[config.mk]
export PLATFORM = sky130hd
export DESIGN_NAME = pipe_skid_reg
export DESIGN_NICKNAME = d
export VERILOG_FILES = /design/src/rtl/pipe_skid_reg.sv
export SDC_FILE = /design/constraint.sdc
export NUM_CORES = 1
export LEC_CHECK = 0
export CAP_MARGIN = 0
export CORE_ASPECT_RATIO = 0.75
export CORE_MARGIN = 2
export CORE_UTILIZATION = 50
export CTS_CLUSTER_SIZE = 16
export DETAILED_ROUTE_END_ITERATION = 10
export PLACE_DENSITY = 0.76
export SYNTH_ARGS = -nofsm -noshare
export SYNTH_HDL_FRONTEND = slang
export SYNTH_SLANG_ARGS = --single-unit
[constraint.sdc]
create_clock -name clk -period 44.9 [get_ports clk]
set_input_delay 4.49 -clock clk [delete_from_list [all_inputs] [get_ports clk]]
set_output_delay 4.49 -clock clk [all_outputs]
set_load 0.05 [all_outputs]
[src/rtl/pipe_skid_reg.sv]
// Pipeline-stage register with valid/ready handshake, a DEPTH-entry skid FIFO
// behind the output register, bubble masking, flush and a saturating stall counter.
module pipe_skid_reg #(
    parameter int                 CTRL_W      = 8,
    parameter int                 DATA_W      = 128,
    parameter int                 DEPTH       = 2,
    parameter logic [CTRL_W-1:0]  BUBBLE_CTRL = '0,
    parameter int                 CNT_W       = 16
) (
    input  logic              clk,
    input  logic              rst,
    input  logic              flush,
    input  logic              in_valid,
    output logic              in_ready,
    input  logic [CTRL_W-1:0] in_ctrl,
    input  logic [DATA_W-1:0] in_data,
    output logic              out_valid,
    input  logic              out_ready,
    output logic [CTRL_W-1:0] out_ctrl,
    output logic [DATA_W-1:0] out_data,
    output logic [2:0]        occupancy,
    output logic [CNT_W-1:0]  stall_cnt
);

    localparam int         PTR_W   = (DEPTH > 1) ? $clog2(DEPTH) : 1;
    localparam logic [2:0] DEPTH_C = 3'(DEPTH);

    logic              out_valid_q, out_valid_d;
    logic [CTRL_W-1:0] out_ctrl_q, out_ctrl_d;
    logic [DATA_W-1:0] out_data_q, out_data_d;
    logic [2:0]        skid_cnt_q, skid_cnt_d;
    logic [PTR_W-1:0]  rd_ptr_q, rd_ptr_d;
    logic [PTR_W-1:0]  wr_ptr_q, wr_ptr_d;
    logic [CNT_W-1:0]  stall_cnt_q, stall_cnt_d;

    logic [CTRL_W-1:0] skid_ctrl_mem [DEPTH];
    logic [DATA_W-1:0] skid_data_mem [DEPTH];

    logic accept;
    logic drain;
    logic push;

    // Explicit compare-and-clear so non-power-of-two depths wrap correctly.
    function automatic logic [PTR_W-1:0] next_ptr(input logic [PTR_W-1:0] p);
        if (p == PTR_W'(DEPTH - 1)) begin
            return '0;
        end
        return p + PTR_W'(1);
    endfunction

    function automatic logic [CNT_W-1:0] sat_inc(input logic [CNT_W-1:0] v);
        return (&v) ? v : v + CNT_W'(1);
    endfunction

    assign in_ready = (skid_cnt_q < DEPTH_C);
    assign accept   = in_valid & in_ready;
    assign drain    = out_valid_q & out_ready;

    always_comb begin
        out_valid_d = out_valid_q;
        out_ctrl_d  = out_ctrl_q;
        out_data_d  = out_data_q;
        skid_cnt_d  = skid_cnt_q;
        rd_ptr_d    = rd_ptr_q;
        wr_ptr_d    = wr_ptr_q;
        push        = 1'b0;

        if (flush) begin
            out_valid_d = 1'b0;
            skid_cnt_d  = '0;
            rd_ptr_d    = '0;
            wr_ptr_d    = '0;
        end else if (drain && (skid_cnt_q != 3'd0)) begin
            out_ctrl_d = skid_ctrl_mem[rd_ptr_q];
            out_data_d = skid_data_mem[rd_ptr_q];
            rd_ptr_d   = next_ptr(rd_ptr_q);
            if (accept) begin
                push = 1'b1;
            end else begin
                skid_cnt_d = skid_cnt_q - 3'd1;
            end
        end else if (drain || !out_valid_q) begin
            out_valid_d = accept;
            if (accept) begin
                out_ctrl_d = in_ctrl;
                out_data_d = in_data;
            end
        end else if (accept) begin
            push       = 1'b1;
            skid_cnt_d = skid_cnt_q + 3'd1;
        end

        if (push) begin
            wr_ptr_d = next_ptr(wr_ptr_q);
        end

        // Counts stall cycles even while flushing; only rst clears it.
        stall_cnt_d = stall_cnt_q;
        if (out_valid_q && !out_ready) begin
            stall_cnt_d = sat_inc(stall_cnt_q);
        end
    end

    always_ff @(posedge clk) begin
        if (rst) begin
            out_valid_q <= 1'b0;
            skid_cnt_q  <= '0;
            rd_ptr_q    <= '0;
            wr_ptr_q    <= '0;
            stall_cnt_q <= '0;
        end else begin
            out_valid_q <= out_valid_d;
            skid_cnt_q  <= skid_cnt_d;
            rd_ptr_q    <= rd_ptr_d;
            wr_ptr_q    <= wr_ptr_d;
            stall_cnt_q <= stall_cnt_d;
        end
    end

    // Payload storage needs no reset: out_valid masks it on the outputs.
    always_ff @(posedge clk) begin
        out_ctrl_q <= out_ctrl_d;
        out_data_q <= out_data_d;
        if (push && !rst) begin
            skid_ctrl_mem[wr_ptr_q] <= in_ctrl;
            skid_data_mem[wr_ptr_q] <= in_data;
        end
    end

    assign out_valid = out_valid_q;
    assign out_ctrl  = out_valid_q ? out_ctrl_q : BUBBLE_CTRL;
    assign out_data  = out_valid_q ? out_data_q : '0;
    assign occupancy = {2'b00, out_valid_q} + skid_cnt_q;
    assign stall_cnt = stall_cnt_q;

endmodule
==> results of run 1 <==
-- through the flow --
step | setup slack (ps) | instances | util | hold slack (ps)
after floorplan | 26290 | 1156 | - | 472
after global placement | 36760 | 1846 | 0.609 | 485
after detailed placement | 36730 | 1846 | 0.609 | 486
after CTS | 36980 | 1917 | 0.648 | 504
after global routing | 36860 | 1920 | 0.648 | 529
final | 37140 | 1922 | 0.648 | 500
-- how the worst min path moves through the flow --
stage | start | end | slack, ps | cells past startpoint
after global routing | rd_ptr_q$_SDFFE_PP0P_ | rd_ptr_q$_SDFFE_PP0P_ | 530 | 2
after CTS | rd_ptr_q$_SDFFE_PP0P_ | flip-flop | 500 | 2
after detailed placement | rd_ptr_q$_SDFFE_PP0P_ | flip-flop | 490 | 2
after global placement | rd_ptr_q$_SDFFE_PP0P_ | rd_ptr_q$_SDFFE_PP0P_ | 490 | 2
final | rd_ptr_q$_SDFFE_PP0P_ | flip-flop | 500 | 2
after floorplan | rd_ptr_q$_SDFFE_PP0P_ | flip-flop | 470 | 2
-- registers in the layout, summed over array words and instances, names as in the netlist, 3 cells and up, named ones only --
name / count
skid_ctrl_mem: 16
out_data_q: 128
out_ctrl_q: 8
stall_cnt: 16
skid_cnt_q: 3
skid_data_mem: 256
-- layer usage --
layer | wire (um) | vias to the layer above | part of all wire
met5 | 42 | - | 0.0012
met2 | 16700 | 344 | 0.46
met4 | 935 | 6 | 0.026
li1 | - | 4834 | -
met1 | 15800 | 4916 | 0.44
met3 | 2610 | 73 | 0.072
-- cell families after synthesis --
| group | after synthesis |
|---|---|
| DFF | 431 |
| muxes | 138 |
| xor gates and xnor gates | 5 |
| AOI/OAI and AO/OA | 174 |
| and+or+nand+nor | 336 |
| adders and majority gates | 4 |
| buffers and inverters | 68 |
-- power groups by stage --
stage | Sequential (uW) | Clock, uW | Combinational (uW)
5_1_grt | 447 | 359 | 51.6
2_1_floorplan | 457 | 0 | 22.0
6_report | 447 | 336 | 48.1
3_3_place_gp | 456 | 0 | 47.2
4_1_cts | 447 | 345 | 48.6
3_5_place_dp | 456 | 0 | 48.3
-- critical path: stages, from the launching register on --
cell,delay [ps]
dfxtp_4,550
buf_4,740
ha_1,290
ha_1,170
xor2_1,150
clkdlybuf4s50_1,820
-- cell type report --
type	count	area [sq um]	area share
timing repair buffer	306	3070	0.140
antenna	5	12.5	0.000573
sequential	431	12700	0.583
inverter	2	7.51	0.000344
multi-input combinational	657	4170	0.191
clock inverter	19	190	0.00871
tap	450	563	0.0258
clock buffer	52	1110	0.0507
-- placed cells by master (no fill, tap or decap), types with 2 or more instances in the layout --
cell and count:
nor2_1 9, clkinv_1 9, xnor2_1 2, o21ai_0 143, nand2b_1 2, dfxtp_4 2, a21oi_1 15, bufinv_16 4
clkbuf_8 4, diode_2 5, clkinv_2 4, nand3_1 8, and3_1 2, mux2i_1 138, edfxtp_1 408, nor3_1 2
buf_4 7, or4_1 4, o31ai_1 4, o21ai_1 2, nand2_1 145, nor2_4 2, ha_1 4, and4_1 2
inv_1 2, clkbuf_1 7, clkdlybuf4s50_1 297, xor2_1 3, dfxtp_1 21, clkbuf_16 41, and2_1 137, or3_1 11
buf_12 2, nand4_1 5
==> metrics.csv, run 1 <==
metric;value;unit
placed_cell_area;20500;sq um
use_met3;0.0488;
power.density;38.1;nW/um^2
syn_to_final_growth;27.0;%
synth_top_cell_area_share;0.713;
synthAdderAreaFrac;0.00291;
crit_path_end_kind;primary output;
worstRegToRegCells;5;
viasPerCell;5.29;
post_drt_wl_per_cell;18.7;um
synthCells;1156;
max_freq;0.129;GHz
synth_ff_type;edfxtp_1;
clk_latency;520;ps
setup_viol;0;
first_pass_iters;5;
synth_compound_area_frac;0.0555;
initial_utilization;0.511;
cp.arrival;3270;ps
grt_max_degree;278;
leakage;0.00721;uW
seqPwrFrac;0.538;
rr_endpoint;skid_data_mem[0][125]$_DFFE_PP_;
slew_viol_final;0;
synthMuxAreaShare;0.0803;
grtUsageTotal;0.201;
syn-num-nets;1301;
combPwrFrac;0.058;
core_area;33700;sq um
p_int;662;uW
num_rows;58;
reg2reg_from;out_valid$_SDFFE_PP0P_;
synth_edf_count;408;
drive_above_1_share;0.0504;
grt_pass1_vias;10100;
worst_pin_slew;1170;ps
synth_top_family_by_area;simple AND/OR/NAND/NOR gates;
dieWidth;218;um
postCtsHoldBufs;0;
netlist_area;17200;sq um
crit_fanout;107;
maxCapViolCount;0;
p_sw_frac;0.203;
irDropWorstVdd;0.0328;mV
crit_required;40410;ps
fin_crit_sh;0.173;
die-area;35900;sq um
clk_pin_slew;60;ps
cts_sinks;431;
postRouteAntennaNets;0;
synth.distinct_cells;42;
busiest_layer;met2;
startpoint;out_valid$_SDFFE_PP0P_;
ctsResizeCount;0;
chipHeight;165;um
crit_type;flip-flop to primary output;
fillCellCount;2430;
postCtsSetupBuffers;0;
yosysTopAreaCell;edfxtp_1;
met1_usage;0.281;
rsz0062_at_grt;no;
reg2reg_slack;40920;ps
skew;6.54;ps
antenna_found_initial;8;
synth_area_leaders;edfxtp_1 71%, mux2i_1 8.0%, and2_1 5.0%, o21ai_0 4.2%, nand2_1 3.2%;
net-switching-power;169;uW
cts_tree;yes;
outcome;completed;
relSlewSlack;0.218;
yosys.area_share.xor_xnor;0.00255;
detail_route.iter0.violations;798;
hold_viol_final;0;
clock_power_share;0.404;
grt_first_pass_wirelength;55.9;mm
min_path_type;flip-flop to flip-flop;
critical_path.startpoint_type;flip-flop;
yosysSeqAreaShare;0.739;
routed_wl;36.0;mm
ys_async_sr_fraction;0;
period_minus_slack;7760;ps
ys_top_cells_by_count;408 x edfxtp_1, 145 x nand2_1, 143 x o21ai_0;
htree_num_levels;2;
syn_avg_cell_area;14.9;sq um
synth_warnings;0;
ios;298;
globalRouteOverflowTotal;0;
dp_hpwl;21.9;mm
port_buffers;297;
route.vias.total;10200;
synth_most_common_cell;edfxtp_1;
drcViolationCount;0;
place_congestion;0.822;
yosys.area_share.simple;0.0998;
setup_tns;0;ps
endpoint;occupancy[2];
ys_ff_latch;431;
cts_made_buffers;41;
met2_usage;0.314;
cts-root-buf;clkbuf_16;
cts_buffer_depth;3;
final_area;21800;sq um
power;831;uW
fin_nets;1584;
No activity file was read; power rests on OpenSTA's default activity.
==> inputs of run 2 (changes only) <==
CORE_UTILIZATION = 48   (was 50)
clock period = 6.8 ns   (was 44.9 ns; I/O delays follow)
==> run 2 against run 1 <==
Effect of this change: non-clock buffer count unchanged; final cell count up 0.10%; setup slack got worse by 34000 ps; critical path type unchanged; largest cell class unchanged.
==> metrics.csv, run 2 (same netlist as run 1, synthesis figures left out) <==
metric;value;unit;change
setup_viol;0;;unchanged
postRouteAntennaNets;0;;unchanged
setup_tns;0;ps;unchanged
place_congestion;0.815;;-0.91%
max_freq;0.264;GHz;
placed_cells;1853;;+0.38%
routed_wl;36.4;mm;+1.0%
crit_chain;buf_4 -> and2_1 -> clkdlybuf4s50_1;;
antenna_found_initial;1;;-7
slew_viol_final;0;;unchanged
reg_top3;skid_data_mem (256), out_data_q (128);;
crit_type;flip-flop to primary output;;
reg2reg_slack;3700;ps;-37220 ps
final_cell_mix;408 x edfxtp_1, 297 x clkdlybuf4s50_1, 145 x nand2_1;;
post_drt_wl_per_cell;18.9;um;+0.92%
rsz0062_at_grt;no;;
skew;10.6;ps;+4.06 ps
cp_slowest_cell;clkdlybuf4s50_1;;
dp_hpwl;21.5;mm;-1.9%
irDropWorstVdd;0.185;mV;+460%
crit_fanout;91;;-15%
reg2reg_from;skid_cnt_q[1]$_SDFFE_PP0P_;;
globalRouteOverflowTotal;0;;unchanged
met1_usage;0.276;;-0.00528
grt_first_pass_wirelength;56.1;mm;+0.25%
met2_usage;0.299;;-0.0157
core_area;35000;sq um;+3.9%
fin_nets;1584;;unchanged
crit_buf_inv;2;;unchanged
grt_pass1_vias;9943;;-1.5%
min_from;rd_ptr_q$_SDFFE_PP0P_;;
cts_made_buffers;41;;unchanged
cts_tree;yes;;
grt_max_degree;278;;unchanged
busiest_layer;met2;;
cp.arrival;3100;ps;-170 ps
antenna_cells;0;;-5
initial_utilization;0.491;;-0.0192
htree_num_levels;2;;unchanged
clk_pin_slew;60;ps;about the same
instances_no_fill;1924;;+0.10%
placed_cell_area;20600;sq um;+0.15%
relSlewSlack;0.259;;+0.0404
drive_above_1_share;0.0477;;-0.00273
die-area;37400;sq um;+4.1%
fillCellCount;2629;;+8.2%
grtUsageTotal;0.191;;-0.00975
final_area;21800;sq um;about the same
power.density;251;nW/um^2;+560%
worstRegToRegCells;4;;-1
period_minus_slack;3780;ps;
worst_pin_slew;1110;ps;-60.5 ps
dp_slack;2740;ps;-33990 ps
cts-root-buf;clkbuf_16;;
use_met3;0.0405;;-0.00831
critical_path.startpoint_type;flip-flop;;
postCtsHoldBufs;0;;unchanged
power;5480;uW;+560%
cts_buffer_depth;3;;unchanged
largest_reg_flops;256;;unchanged
rr_endpoint;skid_data_mem[1][102]$_DFFE_PP_;;
final_common_cell;edfxtp_1;;
detail_route.iter0.violations;858;;+7.5%
regArea;12700;sq um;unchanged
regMostFlops;skid_data_mem;;
syn_to_final_growth;27.0;%;about the same
maxCapViolCount;0;;unchanged
slowest_delay;810;ps;about the same
first_pass_iters;5;;unchanged
setup_slack;3020;ps;-34120 ps
fin_crit_sh;0.556;;
leakage;0.00721;uW;about the same
outcome;completed;;
drcViolationCount;0;;unchanged
ctsResizeCount;0;;unchanged
cts_sinks;431;;unchanged
viasPerCell;5.29;;about the same
postCtsSetupBuffers;0;;unchanged
num_rows;59;;+1.7%
ios;298;;unchanged
crit_path_end_kind;primary output;;
crit_required;6120;ps;-34290 ps
crit_family;buffers and inverters;;
clk_latency;540;ps;+20 ps
dieWidth;223;um;+2.0%
multi_input_comb_area;4170;sq um;+0.21%
hold_viol_final;0;;unchanged
chipHeight;168;um;+2.0%
route.vias.total;10200;;+0.12%
min_delay_path_depth;2;;unchanged
port_buffers;297;;unchanged
min_path_type;flip-flop to flip-flop;;
## run 2: cell types whose count changed in the layout (fill, tap and decap cells not counted), sizes merged
cell,delta
bufinv,-1
clkbuf,+9
clkinv,-7
clkinvlp,-1
diode,-5
## run 2: worst max-delay path by stage
stage | startpoint | end | slack, ps | depth (start not counted)
after floorplan | out_valid$_SDFFE_PP0P_ | skid_ctrl_mem[0][0]$_DFFE_PP_ | -750 | 4
after global placement | rst | skid_data_mem[1][91]$_DFFE_PP_ | 2840 | 5
after detailed placement | rst | skid_data_mem[1][91]$_DFFE_PP_ | 2740 | 5
after CTS | out_valid$_SDFFE_PP0P_ | out_data[31] | 2940 | 3
after global routing | out_valid$_SDFFE_PP0P_ | out_data[31] | 2810 | 3
final | out_valid$_SDFFE_PP0P_ | out_data[31] | 3020 | 3
## run 2: routing by layer
layer / vias to the layer above / wire length (um)
met5: - / 0
met4: 0 / 592
met3: 42 / 2290
met2: 335 / 16900
met1: 4977 / 16600
li1: 4831 / -
## run 2: stage by stage
stage / utilization / hold slack, ps
floorplan: - / 472
global placement: 0.587 / 482
detailed placement: 0.587 / 494
CTS: 0.624 / 514
global route: 0.624 / 558
finish: 0.624 / 508
## run 2: area by class of cell
class / count / share of cell area
sequential: 431 / 0.582
multi-input combinational: 657 / 0.191
timing repair buffer: 306 / 0.141
clock buffer: 61 / 0.0533
tap: 457 / 0.0262
clock inverter: 10 / 0.00567
inverter: 2 / 0.000344
## run 2: worst reg2reg max path, cell delays in order (launching register included)
cell and delay (ps):
dfxtp_1 430, nor3b_1 450, nand4_1 330, nor2_4 840, buf_4 660
## run 2: power breakdown
group	switching, uW	total (uW)	internal, uW
sequential	12.6	2950	2940
combinational	183	317	134
clock	914	2210	1290
total	1110	5480	4370
